File: config.mk
export PLATFORM = sky130hd
export DESIGN_NAME = digit_serial_addsub
export DESIGN_NICKNAME = d
export VERILOG_FILES = /design/src/rtl/digit_serial_addsub.sv
export SDC_FILE = /design/constraint.sdc
export NUM_CORES = 1
export LEC_CHECK = 0
export ABC_CLOCK_PERIOD_IN_PS = 2800
export CAP_MARGIN = 20
export CORE_MARGIN = 5
export CORE_UTILIZATION = 40
export CTS_BUF_LIST = sky130_fd_sc_hd__clkbuf_4
export CTS_CLUSTER_SIZE = 40
export DETAILED_ROUTE_END_ITERATION = 7
export PLACE_DENSITY = 0.67
export SYNTH_ARGS = -nofsm -noshare
export SYNTH_HDL_FRONTEND = slang
export SYNTH_SLANG_ARGS = --single-unit
File: constraint.sdc
create_clock -name clk -period 2.8 [get_ports clk]
set_clock_uncertainty 0.2 [all_clocks]
set_input_delay 0.28 -clock clk [delete_from_list [all_inputs] [get_ports clk]]
set_output_delay 0.28 -clock clk [all_outputs]
set_load 0.005 [all_outputs]
File: src/rtl/digit_serial_addsub.sv
// ---------------------------------------------------------------------------
// digit_serial_addsub
//   Digit-serial two's-complement adder/subtractor. Operands are captured on
//   an accepted start, then DIGIT bits are summed per clock (LSB digit first)
//   through a ripple full-adder chain, so a WIDTH-bit result takes
//   NDIG = WIDTH/DIGIT cycles. WIDTH must be an integer multiple of DIGIT.
//
// Ports
//   clk   in   rising-edge clock
//   rst   in   asynchronous active-high reset
//   start in   begin an operation (accepted in IDLE or DONE only)
//   sub   in   0: S = A + B + Cin, 1: S = A - B (Cin ignored)
//   A, B  in   WIDTH-bit operands
//   Cin   in   carry-in for add mode
//   S     out  WIDTH-bit result (registered)
//   Cout  out  carry out of the MSB (sub mode: 1 = no borrow)
//   V     out  signed overflow
//   busy  out  high while an operation is in progress
//   done  out  one-cycle pulse marking S/Cout/V valid
// ---------------------------------------------------------------------------
module digit_serial_addsub #(
    parameter int WIDTH = 16,
    parameter int DIGIT = 4
) (
    input  logic             clk,
    input  logic             rst,
    input  logic             start,
    input  logic             sub,
    input  logic [WIDTH-1:0] A,
    input  logic [WIDTH-1:0] B,
    input  logic             Cin,
    output logic [WIDTH-1:0] S,
    output logic             Cout,
    output logic             V,
    output logic             busy,
    output logic             done
);

    localparam int NDIG = WIDTH / DIGIT;
    // Counter must be able to hold NDIG after the last digit without wrapping.
    localparam int CW   = $clog2(NDIG + 1);
    localparam logic [DIGIT-1:0] DMASK = '1;

    typedef enum logic [1:0] {
        IDLE,
        RUN,
        DONE
    } state_t;

    state_t           state_q;
    logic [WIDTH-1:0] a_q;
    logic [WIDTH-1:0] b_q;      // already inverted in sub mode
    logic [WIDTH-1:0] s_q;
    logic             c_q;
    logic [CW-1:0]    k_q;
    logic             cout_q;
    logic             v_q;
    logic             busy_q;
    logic             done_q;

    int unsigned      base;
    logic [DIGIT-1:0] dig_a;
    logic [DIGIT-1:0] dig_b;
    logic [DIGIT-1:0] dig_sum;
    logic             c_d;      // carry out of the current digit
    logic             c_msb;    // carry into the top bit of the current digit
    logic [WIDTH-1:0] s_d;
    logic             last_dig;

    // One digit of the ripple chain plus merge of the digit into the result.
    always_comb begin
        base    = 32'(k_q) * 32'(DIGIT);
        dig_a   = DIGIT'(a_q >> base);
        dig_b   = DIGIT'(b_q >> base);
        dig_sum = '0;
        c_d     = c_q;
        c_msb   = c_q;
        for (int unsigned i = 0; i < DIGIT; i++) begin
            dig_sum[i] = dig_a[i] ^ dig_b[i] ^ c_d;
            c_msb      = c_d;
            c_d        = (dig_a[i] & dig_b[i]) | (c_d & (dig_a[i] ^ dig_b[i]));
        end
        s_d      = (s_q & ~(WIDTH'(DMASK) << base)) | (WIDTH'(dig_sum) << base);
        last_dig = (k_q == CW'(NDIG - 1));
    end

    always_ff @(posedge clk or posedge rst) begin
        if (rst) begin
            state_q <= IDLE;
            a_q     <= '0;
            b_q     <= '0;
            s_q     <= '0;
            c_q     <= 1'b0;
            k_q     <= '0;
            cout_q  <= 1'b0;
            v_q     <= 1'b0;
            busy_q  <= 1'b0;
            done_q  <= 1'b0;
        end else begin
            done_q <= 1'b0;
            case (state_q)
                IDLE, DONE: begin
                    if (start) begin
                        // A - B is done as A + ~B + 1.
                        a_q     <= A;
                        b_q     <= sub ? ~B : B;
                        c_q     <= sub ? 1'b1 : Cin;
                        k_q     <= '0;
                        busy_q  <= 1'b1;
                        state_q <= RUN;
                    end else begin
                        state_q <= IDLE;
                    end
                end
                RUN: begin
                    s_q <= s_d;
                    c_q <= c_d;
                    k_q <= k_q + CW'(1);
                    if (last_dig) begin
                        cout_q  <= c_d;
                        v_q     <= c_d ^ c_msb;
                        busy_q  <= 1'b0;
                        done_q  <= 1'b1;
                        state_q <= DONE;
                    end
                end
                default: state_q <= IDLE;
            endcase
        end
    end

    assign S    = s_q;
    assign Cout = cout_q;
    assign V    = v_q;
    assign busy = busy_q;
    assign done = done_q;

endmodule

# Word level (Yosys, flattened, before mapping)
# Index checks and enable logic that the tools add are counted.
[totals]
output_inout_bits = 20
register_bits = 58
word_cells = 66
[classes]
shifts = 4
eq_ne = 5
addsub = 1
bitwise = 25
muxes = 14
n_reduce_logical = 7
[op_table]
columns = ["operator", "n"]
rows = [
  ["16-bit NOT", 2],
  ["16-bit by 5-bit right shift with 4-bit output", 2],
  ["16-bit bitwise AND", 1],
  ["16-bit 2-to-1 mux", 1],
  ["16-bit bitwise OR", 1],
  ["4-bit by 5-bit << shifter with 16-bit output", 1],
  ["4-bit by 5-bit << shifter with 16-bit output (first input constant)", 1],
  ["1-bit bitwise XOR", 9],
  ["1-bit bitwise AND", 8],
  ["1-bit 2-to-1 mux", 7],
  ["3-bit case mux with 2 select lines", 1],
  ["2-bit AND reduction", 3],
  ["2-bit inequality test (second input constant)", 2],
  ["1-bit bitwise OR", 4],
  ["1-bit case mux with 2 select lines", 2],
  ["2-bit case mux with 2 select lines", 1],
  ["3-bit by 1-bit adder with 3-bit output (second input constant)", 1],
  ["3-bit by 2-bit equality test with 1-bit output (second input constant)", 1],
  ["3-bit 2-to-1 mux", 1],
  ["3-bit AND reduction", 1],
  ["2-bit by 1-bit equality test with 1-bit output (second input constant)", 1],
  ["2-bit equality test (second input constant)", 1],
  ["2-bit zero test", 1],
  ["2-bit 2-to-1 mux", 1],
  ["other kinds (2)", 2],
]

# Logic depth before layout (Yosys ltp)
[logic_depth]
word_depth = 11
depth_mapped = 10

# Worst setup path after synthesis
# Ideal clock, no wire load.
[synth_timing]
kind = "flip-flop to flip-flop"
startpoint = "reg k_q[0]"
endpoint = "reg v_q, in the netlist V"
arrival_ps = 2526
synth_period_minus_slack_ps = 2862
path_stages_with_launch = 10
setup_ps = 135
slack_ps = -62
path_cell_list = "dfrtp_1 mux4_1 and2_1 fa_1 inv_1 fa_1 fa_1 fa_1 xnor2_1 o21ai_0"
[synth_via]
elab_chain_len = 11
word_cells_on_any_way = 21
[synth_lines]
columns = ["element", "line_no", "rtl"]
rows = [
  ["start: declaration", "55", "logic [CW-1:0] k_q;"],
  ["start signal: assignment", "118", "k_q <= k_q + CW'(1);"],
  ["16-bit by 5-bit right shift with 4-bit output, on equally long branches", "73, 74", ""],
  ["1-bit bitwise XOR", "81", "c_d = (dig_a[i] & dig_b[i]) | (c_d & (dig_a[i] ^ dig_b[i]));"],
  ["1-bit bitwise AND", "81", ""],
  ["1-bit bitwise OR", "81", ""],
  ["1-bit bitwise AND", "81", ""],
  ["1-bit bitwise OR", "81", ""],
  ["1-bit bitwise AND", "81", ""],
  ["1-bit bitwise OR", "81", ""],
  ["1-bit bitwise AND", "81", ""],
  ["1-bit bitwise OR", "81", ""],
  ["1-bit bitwise XOR", "121", "v_q <= c_d ^ c_msb;"],
  ["end signal: assignment", "121", ""],
  ["end: declaration", "57", "logic v_q;"],
]
# Parallel ways exist; a longest one is shown, timed or not.
# A chain may end at the register's enable or synchronous reset.

# Final worst setup path
[layout_timing]
startpoint = "reg k_q[0]"
endpoint = "reg s_q[15], in the netlist S[15]"
[layout_via]
elab_chain_len = 11
word_cells_on_any_way = 21
[layout_lines]
columns = ["element", "line_no", "rtl"]
rows = [
  ["16-bit by 5-bit right shift with 4-bit output, on equally long branches", "73, 74", ""],
  ["1-bit bitwise XOR", "81", ""],
  ["1-bit bitwise AND", "81", ""],
  ["1-bit bitwise OR", "81", ""],
  ["1-bit bitwise AND", "81", ""],
  ["1-bit bitwise OR", "81", ""],
  ["1-bit bitwise AND", "81", ""],
  ["1-bit bitwise OR", "81", ""],
  ["1-bit bitwise XOR", "79", "dig_sum[i] = dig_a[i] ^ dig_b[i] ^ c_d;"],
  ["4-bit by 5-bit << shifter with 16-bit output", "83", "s_d = (s_q & ~(WIDTH'(DMASK) << base)) | (WIDTH'(dig_sum) << base);"],
  ["16-bit bitwise OR *", "83", ""],
  ["end signal: assignment", "92", "s_q <= '0;"],
  ["end signal: assignment", "116", "s_q <= s_d;"],
  ["end: declaration", "53", "logic [WIDTH-1:0] s_q;"],
]
# Mark *: on every way between the ends. The rest lies on a longest branch, timed or not.

==> results_dict.tcl <==
set metrics [dict create \
    finalSetupViolations 3 \
    cts_tree "built" \
    drt_wl_total_mm 5.42 \
    firstDrtPassIters 3 \
    drv_cap 0 \
    port_buffers 56 \
    ir_drop_mv 0.493 \
    initial_utilization_pct 40.8 \
    fillCellCount 600 \
    nets 328 \
    drt_iter0_drc 42 \
    num_io_pins 57 \
    path_cells "mux4_2 -> and2_4 -> fa_2 -> inv_2 -> fa_2 -> fa_2 -> fa_2 -> o21ai_1" \
    syn_area_mm2 0.00276 \
    numCtsBuffers 9 \
    grt_pass1_wl_mm 9.16 \
    startpoint_type "register" \
    drive_gt1_share_pct 21.3 \
    syn_inst 216 \
    synth_top_cell_by_area "dfrtp_1" \
    path_class "register to register" \
    cts-hold-fix-buffers 0 \
    ys_dominant_reg_cell "dfrtp_1" \
    period_minus_slack_ns 2.82 \
    rsz0062_at_grt "yes" \
    rr_startpoint "k_q[0]$_DFFE_PP0P_" \
    cp_top_family "adder cells" \
    min_period_over_period_pct 101 \
    yosysSeqAreaShare_pct 52.7 \
    crit_arrival_ns 2.90 \
    outcome "finished with violations" \
    async_reset_ff_share_pct 100 \
    grt_usage_pct 13.7 \
    violations "setup timing" \
    switchingPower_mw 1.49 \
    postSynthNetCount 262 \
    power_mw 4.12 \
    slew_headroom_pct 58.1 \
    crit_top_cell "fa_2" \
    pre_cts_ws_ns -0.0459 \
    die_h_um 93.0 \
    fin_ws_ns -0.0245 \
    drc 0 \
    critPathBufInv 1 \
    via_per_inst 4.78 \
    fp-row-count 30 \
    power.share.sequential_pct 36.1 \
    clk_pin_slew_ns 0.09 \
    synth_edf_count 0 \
    dieArea_mm2 0.00865 \
    worstPathRequired_ns 2.87 \
    clock-sinks 58 \
    power_density_mw_per_mm2 1160 \
    synth.avg_cell_area_um2 12.8 \
    ys_ff_latch 58 \
    gp_congestion 0.786 \
    coreArea_mm2 0.00676 \
    cts_buffer_depth 2 \
    critPathMaxFanout 4 \
    timing.rr.end "S[15]$_DFFE_PP0P_" \
    cp_slowest_cell "fa_2" \
    grt_pass1_vias 1868 \
    htreeDepth 3 \
    p_sw_share_pct 36.2 \
    die_width_um 93.0 \
    grt_max_degree 56 \
    p_clk_share_pct 12.0 \
    whs_ns 0.0788 \
    synth_area_leaders "dfrtp_1, mux2_4, xnor2_1, nand2_1, mux4_1" \
    ant_nets 0 \
    root_buffer "clkbuf_4" \
    ys_warn_count 0 \
    overflow 0 \
    synth_common_cells "dfrtp_1, nand2_1, o21ai_0" \
    diodes 0 \
    synthToLayoutAreaGrowth_pct 28.6 \
    clk_latency_ns 0.39 \
    crit_path_end_kind "register" \
    hpwlAfterDp_mm 3.95 \
    hold_path.class "input port to asynchronous set/reset pin" \
    worst_pin_slew_ns 0.628 \
    internal_power_mw 2.63 \
    worst-r2r-setup-slack_ns -0.02 \
    yosys.cell_count.top_type "dfrtp_1" \
    dr_total_vias 1754 \
    max_freq_mhz 354 \
    slowest_delay_ns 0.60 \
    yosysUniqueCellTypes 28 \
    wl_per_cell_um 14.8 \
    slew_viol_final 0 \
    antenna_found_initial 0 \
    leakage_nw 1.55 \
    r2r_cells 8 \
    hold_violations 0 \
    p_comb_share_pct 51.9 \
    synth_top_area_share_pct 52.7 \
]
==> power groups by stage <==
stage	Combinational (mW)	Sequential, mW	Clock (mW)
global placement	2.00	1.49	0
CTS	2.10	1.49	0.504
finish	2.14	1.49	0.492
detailed placement	2.05	1.50	0
floorplan	1.38	1.45	0
global route	2.36	1.54	0.544
==> cells in the final DEF, fill, tap and decap left out, types with 4 or more instances in the layout <==
master / instances
ha_1: 5
o21ai_0: 19
nand2_1: 33
mux2_4: 11
xnor2_1: 17
clkbuf_4: 12
dfrtp_1: 57
mux2_2: 5
buf_4: 10
clkdlybuf4s50_1: 56
nand3_1: 8
fa_2: 4
o2bb2ai_1: 9
o21ai_1: 6
mux4_2: 6
inv_1: 6
==> worst reg2reg max path: cells and delay by family (launching register included) <==
kind	cells	cell delay, ns
mux	1	0.34
flops	1	0.44
compound gates	1	0.08
fa+ha+maj	4	1.47
simple gates	1	0.14
buf+inv	1	0.04
==> sequential cells by signal (all words and copies together), names as in the netlist <==
name,count
busy,1
c_q,1
k_q,3
S,16
a_q,16
b_q,16
Cout,1
done,1
state_q,2
V,1
==> metal layers <==
layer  up-vias  wire (µm)  global-route usage, %
met5         -          0                      0
met4         0        112                   7.20
met3        10        283                   3.30
met2        46       2490                   21.1
met1       821       2540                   18.1
li1        877          -                      -
==> cell type report <==
| class | instances | area [µm²] | share of cell area (%) |
|---|---|---|---|
| clock buffers | 12 | 90.1 | 2.54 |
| inverters | 9 | 33.8 | 0.954 |
| well taps | 80 | 100 | 2.83 |
| flip-flops and latches | 58 | 1450 | 41.0 |
| repair buffers | 66 | 636 | 17.9 |
| clock inverters | 4 | 18.8 | 0.530 |
| multi-input cells | 138 | 1210 | 34.2 |
==> how the worst max path moves through the flow <==
stage | startpoint | depth (start not counted) | slack [ns] | to
finish | k_q[0]$_DFFE_PP0P_ | 8 | -0.02 | S[15]$_DFFE_PP0P_
global route | k_q[0]$_DFFE_PP0P_ | 8 | -0.09 | S[15]$_DFFE_PP0P_
CTS | k_q[0]$_DFFE_PP0P_ | 8 | -0.01 | S[15]$_DFFE_PP0P_
detailed placement | k_q[0]$_DFFE_PP0P_ | 8 | -0.05 | S[15]$_DFFE_PP0P_
global placement | k_q[0]$_DFFE_PP0P_ | 8 | 0.002 | S[15]$_DFFE_PP0P_
floorplan | k_q[0]$_DFFE_PP0P_ | 8 | 0.01 | S[15]$_DFFE_PP0P_
==> cell families (layout without fill, tap and decap cells) <==
logic type                 Yosys count  after routing  share of synthesized area (%)
AOI/OAI and AO/OA                   39             39                           8.86
DFF                                 58             58                           52.7
xor gates and xnor gates            17             17                           5.40
and+or+nand+nor                     49             49                           8.45
adders and majority gates            9              9                           5.18
buffers and inverters               20             91                           4.31
muxes                               24             24                           15.1
==> what timing repair did <==
item	CTS	global route
setup endpoints to repair	4	7
hold endpoints to repair	0	0
resized for setup	3	6
pin swaps	2	0
setup buffers	1	1
==> per-stage QoR <==
| step | cells | area, µm² | setup TNS (ns) | utilization, % |
|---|---|---|---|---|
| after floorplan | 216 | 2760 | 0 | - |
| after global placement | 349 | 3400 | 0 | 50.3 |
| after detailed placement | 349 | 3400 | -0.169 | 50.3 |
| after CTS | 366 | 3520 | -0.0125 | 52.0 |
| after global routing | 367 | 3540 | -0.346 | 52.4 |
| final | 367 | 3540 | -0.0262 | 52.4 |
No activity file was read; power rests on OpenSTA's default activity.
